<file path="config.mk">
export PLATFORM = sky130hd
export DESIGN_NAME = cm0_dap_cdc_recv_ctrl
export DESIGN_NICKNAME = d
export VERILOG_FILES = /design/src/rtl/cm0_dap_cdc_pkg.sv /design/src/rtl/cm0_dap_cdc_sync_ff.sv /design/src/rtl/cm0_dap_cdc_recv_ctrl.sv
export SDC_FILE = /design/constraint.sdc
export NUM_CORES = 1
export LEC_CHECK = 0
export BUFFER_PORTS_ARGS = -buffer_cell sky130_fd_sc_hd__buf_4
export CAP_MARGIN = 20
export CELL_PAD_IN_SITES_DETAIL_PLACEMENT = 1
export CELL_PAD_IN_SITES_GLOBAL_PLACEMENT = 2
export CORE_UTILIZATION = 26
export DETAILED_ROUTE_END_ITERATION = 16
export GPL_TIMING_DRIVEN = 0
export PLACE_DENSITY = 0.92
export REMOVE_ABC_BUFFERS = 1
export SLEW_MARGIN = 5
export SYNTH_ARGS = -nofsm -noshare
export SYNTH_HDL_FRONTEND = slang
export SYNTH_SLANG_ARGS = --single-unit
</file>
<file path="constraint.sdc">
create_clock -name SWCLKTCK -period 3 [get_ports SWCLKTCK]
set_clock_uncertainty 0.2 [all_clocks]
set_input_delay 0.15 -clock SWCLKTCK [delete_from_list [all_inputs] [get_ports SWCLKTCK]]
set_output_delay 0.15 -clock SWCLKTCK [all_outputs]
set_load 0.02 [all_outputs]
</file>
<file path="src/rtl/cm0_dap_cdc_pkg.sv">
// Shared types and limits for the DAP receive-side req/ack CDC crossing.
package cm0_dap_cdc_pkg;

    localparam int CDC_DATA_W      = 32;
    localparam int SYNC_STAGES_MIN = 2;
    localparam int SYNC_STAGES_MAX = 3;
    localparam int SETTLE_MIN      = 1;
    localparam int SETTLE_MAX      = 3;
    localparam int SETTLE_CNT_W    = 2;

    typedef enum logic [2:0] {
        IDLE,
        OPEN,
        CAPT,
        ACKHI,
        ACKLO
    } cdc_state_e;

    // Even parity over data plus parity bit: 1 means the word arrived corrupted.
    function automatic logic even_parity_err(input logic [CDC_DATA_W-1:0] data,
                                             input logic                  par);
        return ^{data, par};
    endfunction

endpackage

</file>
<file path="src/rtl/cm0_dap_cdc_sync_ff.sv">
// Reset-to-0 single-bit synchroniser; r_cdc_sync_cells are the CDC synchroniser cells.
module cm0_dap_cdc_sync_ff #(
    parameter int STAGES = 2
) (
    input  logic i_clk,
    input  logic i_rst,
    input  logic i_async,
    output logic o_sync
);

    logic [STAGES-1:0] r_cdc_sync_cells;

    // NOTE: non-blocking assignments make every stage sample the previous stage's old value,
    // so the chain shifts by one flop per edge instead of collapsing into a single flop.
    always_ff @(posedge i_clk) begin
        if (i_rst) begin
            r_cdc_sync_cells <= '0;
        end else begin
            r_cdc_sync_cells <= {r_cdc_sync_cells[STAGES-2:0], i_async};
        end
    end

    assign o_sync = r_cdc_sync_cells[STAGES-1];

endmodule

</file>
<file path="src/rtl/cm0_dap_cdc_recv_ctrl.sv">
// Receive-side controller for the 32-bit four-phase req/ack DAP data crossing.
// Optional parity checking is enabled by defining CM0_DAP_CDC_PARITY_EN.
module cm0_dap_cdc_recv_ctrl
    import cm0_dap_cdc_pkg::*;
#(
    parameter int PRESENT     = 1,
    parameter int SYNC_STAGES = 2,
    parameter int SETTLE      = 1
) (
    input  logic                  SWCLKTCK,
    input  logic                  DPRESET,
    input  logic                  CDCREQ,
    input  logic [CDC_DATA_W-1:0] MASKEDDATA,
`ifdef CM0_DAP_CDC_PARITY_EN
    input  logic                  CDCPAR,
`endif
    output logic                  MASKn,
    output logic                  CDCACK,
    output logic [CDC_DATA_W-1:0] RDATA,
    output logic                  RVALID,
    input  logic                  RREADY,
    output logic                  RDERR
);

    if (PRESENT != 0) begin : g_present

        cdc_state_e              r_state;
        cdc_state_e              w_state_nxt;
        logic [SETTLE_CNT_W-1:0] r_settle_cnt;
        logic                    r_maskn;
        logic                    r_cdcack;
        logic                    r_rvalid;
        logic [CDC_DATA_W-1:0]   r_rdata;
        logic                    w_reqs;
        logic                    w_open_done;
        logic                    w_buf_free;
        logic                    w_capture;
        logic                    w_pop;

        cm0_dap_cdc_sync_ff #(
            .STAGES (SYNC_STAGES)
        ) u_req_sync (
            .i_clk   (SWCLKTCK),
            .i_rst   (DPRESET),
            .i_async (CDCREQ),
            .o_sync  (w_reqs)
        );

        assign w_open_done = (r_settle_cnt == SETTLE_CNT_W'(SETTLE - 1));
        // A full buffer may still take a new request if the consumer drains it this cycle.
        assign w_buf_free  = !r_rvalid || RREADY;
        assign w_capture   = (r_state == OPEN) && w_open_done;
        assign w_pop       = r_rvalid && RREADY;

        // NOTE: the default assignment first keeps every path assigned, so no latch is inferred.
        always_comb begin
            w_state_nxt = r_state;
            case (r_state)
                IDLE:    if (w_reqs && w_buf_free) w_state_nxt = OPEN;
                OPEN:    if (w_open_done)          w_state_nxt = CAPT;
                CAPT:                              w_state_nxt = ACKHI;
                ACKHI:   if (!w_reqs)              w_state_nxt = ACKLO;
                ACKLO:                             w_state_nxt = IDLE;
                default:                           w_state_nxt = IDLE;
            endcase
        end

        always_ff @(posedge SWCLKTCK) begin
            if (DPRESET) begin
                r_state <= IDLE;
            end else begin
                r_state <= w_state_nxt;
            end
        end

        // Outputs are decoded from the next state so they are glitch-free flops that change
        // together with the state; MASKn and CDCACK are thereby mutually exclusive.
        always_ff @(posedge SWCLKTCK) begin
            if (DPRESET) begin
                r_settle_cnt <= '0;
                r_maskn      <= 1'b0;
                r_cdcack     <= 1'b0;
                r_rvalid     <= 1'b0;
                r_rdata      <= '0;
            end else begin
                r_maskn  <= (w_state_nxt == OPEN);
                r_cdcack <= (w_state_nxt == CAPT) || (w_state_nxt == ACKHI);
                if ((r_state == OPEN) && !w_open_done) begin
                    r_settle_cnt <= r_settle_cnt + SETTLE_CNT_W'(1);
                end else begin
                    r_settle_cnt <= '0;
                end
                if (w_capture) begin
                    r_rdata  <= MASKEDDATA;
                    r_rvalid <= 1'b1;
                end else if (w_pop) begin
                    r_rvalid <= 1'b0;
                end
            end
        end

`ifdef CM0_DAP_CDC_PARITY_EN
        logic r_rderr;

        always_ff @(posedge SWCLKTCK) begin
            if (DPRESET) begin
                r_rderr <= 1'b0;
            end else if (w_capture) begin
                r_rderr <= even_parity_err(MASKEDDATA, CDCPAR);
            end else if (w_pop) begin
                r_rderr <= 1'b0;
            end
        end

        assign RDERR = r_rderr;
`else
        assign RDERR = 1'b0;
`endif

        assign MASKn  = r_maskn;
        assign CDCACK = r_cdcack;
        assign RDATA  = r_rdata;
        assign RVALID = r_rvalid;

    end else begin : g_absent

`ifdef CM0_DAP_CDC_PARITY_EN
        logic w_unused_inputs;
        assign w_unused_inputs = ^{SWCLKTCK, DPRESET, CDCREQ, MASKEDDATA, RREADY, CDCPAR};
`else
        logic w_unused_inputs;
        assign w_unused_inputs = ^{SWCLKTCK, DPRESET, CDCREQ, MASKEDDATA, RREADY};
`endif

        assign MASKn  = 1'b0;
        assign CDCACK = 1'b0;
        assign RDATA  = '0;
        assign RVALID = 1'b0;
        assign RDERR  = 1'b0;

    end

endmodule

</file>
==> summary.txt <==
Placement
  – Gpl congestion: 0.663
  – PortBufs: 70
  – Placed Instances: 307
  – Detailed Place HPWL: 2.62 mm

Global routing
  – Largest net degree at the start of global routing: 39
  – Initial antenna violation count: 0
  – Grt total ovfl: 0
  – Vias in the first global route: 1627
  – Total GRT Usage: 0.151
  – First-pass GRT wire length: 7.20 mm

Outcome
  – Status: finished, final reports clean

Floorplan
  – Die height: 78.2 µm
  – Die X: 78.2 µm
  – Starting Density: 0.272
  – # rows: 27
  – Die area: 0.00611 mm²
  – # IOs: 72
  – Core Area: 0.00554 mm²

Worst hold path
  – Hold crit path type: input port to flip-flop
  – WHS Path Cells: 2
  – Worst hold start: DPRESET
  – Hold path endpoint: RDATA[23]

STA
  – Fin crit period: 1.97 ns
  – Fin crit share: 0.656
  – Slew Limit Fails: 0
  – Setup TNS: 0 ns
  – RSZ-0062 raised after global routing: no
  – Actual slew at the worst max-slew pin: 0.622 ns
  – Setup-failing EPs final: 0
  – Fmax: 508 MHz
  – Hold_ws: 0.0813 ns
  – Final hold violations: 0
  – Max-slew headroom: 0.585

Critical path
  – Critical Path Source Type: flip-flop
  – Type of the worst setup path: flip-flop to flip-flop
  – Crit path arrival time: 1.98 ns
  – CP required: 3.01 ns
  – Worst R2R Start: g_present.r_settle_cnt[0]
  – Crit Path Max Fanout: 20
  – FF-to-FF End: RDATA[24]
  – Worst-case reg-to-reg path depth: 6
  – Crit end category: flip-flop
  – R2R setup slack: 1.03 ns

Cells and area
  – Share of cells above drive strength 1: 0.292
  – End-of-flow core utilization: 0.455
  – Final nets: 313
  – Final cell count without fillers: 349
  – # diodes: 0
  – Layout area overhead: 67.2%

Power and ir drop
  – Power Density: 457 mW/mm²
  – Final Power: 1.15 mW
  – Sw frac: 0.246
  – Power share of the combinational group: 0.165
  – Lkg Pwr: 1.05 nW
  – Sequential Power Share: 0.513
  – Int Power: 869 µW
  – Worst vdd ir: 0.231 mV
  – Psw: 283 µW
  – Clock share of power: 0.322

Synth
  – Avg Inst Size Synth: 8.57 µm²
  – Sequential area share after synthesis: 0.557
  – Mapped Cells: 176
  – Seq cells post-synth: 42
  – Synth cell types: 23
  – Synthesized area: 0.00151 mm²
  – YS warnings: 0

Route
  – Initial DRC Count: 57
  – TritonRoute pass-1 iters: 3
  – Post-Route WL: 4.34 mm
  – Via/cell ratio: 4.34
  – Drc violations: 0
  – Wire per inst: 12.4 µm
  – Antenna Violating Nets Remaining: 0
  – Via count: 1515

CTS
  – H-Tree Depth: 2
  – Num CTS Buffers: 5
  – Root Buffer: clkbuf_8
  – # clock sinks: 42
  – Worst skew pair latency: 0.28 ns
  – Worst-path clk slew: 0.08 ns
  – CTS tree: done
  – Worst-case clock buffer depth: 2

Flow run
  – Max cap viols: 0
[sequential cells by signal, summed over array words and instances, names as in the netlist]
signal and cells:
MASKn 1, g_present.u_req_sync.r_cdc_sync_cells 2, g_present.r_settle_cnt 2, RVALID 1
RDATA 32, g_present.r_state 3, CDCACK 1
[cell usage in the layout (no fill, tap or decap)]
| cell type | n |
|---|---|
| dlygate4sd3_1 | 34 |
| nand4bb_2 | 1 |
| nand2_1 | 64 |
| buf_16 | 2 |
| a21oi_1 | 33 |
| conb_1 | 1 |
| and4b_1 | 1 |
| dfxtp_1 | 42 |
| buf_4 | 70 |
| and4bb_1 | 1 |
| o21ai_0 | 1 |
| ha_1 | 1 |
| nor2b_1 | 2 |
| clkbuf_1 | 1 |
| nand2b_1 | 2 |
| nor3b_2 | 1 |
| clkinv_2 | 1 |
| inv_1 | 4 |
| nor2_1 | 1 |
| a311oi_1 | 1 |
| nand3b_1 | 1 |
| nand3_1 | 1 |
| a2111oi_0 | 1 |
| clkbuf_8 | 6 |
| a21boi_0 | 2 |
| and3_1 | 2 |
[cells by family (layout without fill, tap and decap cells)]
kind of cell | after synthesis | count (layout) | synth area share
fa+ha+maj | 1 | 1 | 0.00829
simple gates | 77 | 77 | 0.226
other cells | 1 | 1 | 0.00249
buf+inv | 17 | 118 | 0.0721
flops | 42 | 42 | 0.557
compound gates | 38 | 38 | 0.134
[final cells by class]
type	count	area, µm²
Inverter	4	15.0
Multi-Input combinational cell	117	564
Tap cell	72	90.1
Fill cell	662	3020
Clock buffer	7	86.3
Sequential cell	42	841
Clock inverter	1	5.00
Timing Repair Buffer	106	921
[worst max-delay path by stage]
stage	startpoint	to	slack, ns	cells after the start
after global placement	g_present.r_settle_cnt[0]	RDATA[28]	0.40	5
after detailed placement	g_present.r_settle_cnt[0]	RDATA[29]	1.02	6
final	g_present.r_settle_cnt[0]	RDATA[24]	1.03	6
after CTS	g_present.r_settle_cnt[0]	RDATA[29]	1.00	6
after global routing	g_present.r_settle_cnt[0]	RDATA[7]	0.82	6
after floorplan	g_present.r_settle_cnt[0]	RDATA[0]	1.09	5
[routing by layer]
metal,GRT usage,wire (µm),share of wire
met2,0.282,2290,0.53
met4,0.0593,93,0.021
met3,0.0360,225,0.052
met5,0,0,0
met1,0.162,1730,0.40
[critical path: stages, from the launching register on]
cell and delay, ns:
dfxtp_1 0.30, inv_1 0.06, ha_1 0.26, and4bb_1 0.63, buf_16 0.23, nand2_1 0.07, a21oi_1 0.13
[per-stage QoR]
stage / area, µm² / worst slack (ns)
2_1_floorplan: 1420 / 1.09
3_3_place_gp: 2030 / 0.397
3_5_place_dp: 2090 / 1.02
4_1_cts: 2520 / 1.00
5_1_grt: 2520 / 0.815
6_report: 2520 / 1.03
[cells in the mapped netlist (all sizes together)]
cell type | count | area (µm²)
and4bb | 1 | 12.5
nand4bb | 1 | 11.3
nand2 | 64 | 240
buf | 9 | 78.8
inv | 4 | 15.0
a311oi | 1 | 8.76
and3 | 2 | 12.5
clkbuf | 4 | 15.0
and4b | 1 | 10.0
nand2b | 2 | 12.5
nor2b | 2 | 12.5
a2111oi | 1 | 8.76
a21oi | 33 | 165
nand3b | 1 | 7.51
o21ai | 1 | 5.00
ha | 1 | 12.5
dfxtp | 42 | 841
a21boi | 2 | 15.0
nor2 | 1 | 3.75
nor3b | 1 | 12.5
nand3 | 1 | 5.00
conb | 1 | 3.75
[power by group through the flow]
stage | clock network, mW | registers (mW) | logic (mW)
4_1_cts | 0.389 | 0.591 | 0.190
5_1_grt | 0.413 | 0.594 | 0.207
3_5_place_dp | 0 | 0.604 | 0.155
6_report | 0.371 | 0.591 | 0.190
2_1_floorplan | 0 | 0.626 | 0.0372
3_3_place_gp | 0 | 0.603 | 0.143
[repair_timing]
item,in CTS,in global routing
buffers inserted,0,0
gates resized for setup,0,0
hold endpoints to repair,34,0
hold buffers,34,0
(Power assumes the default switching activity.)
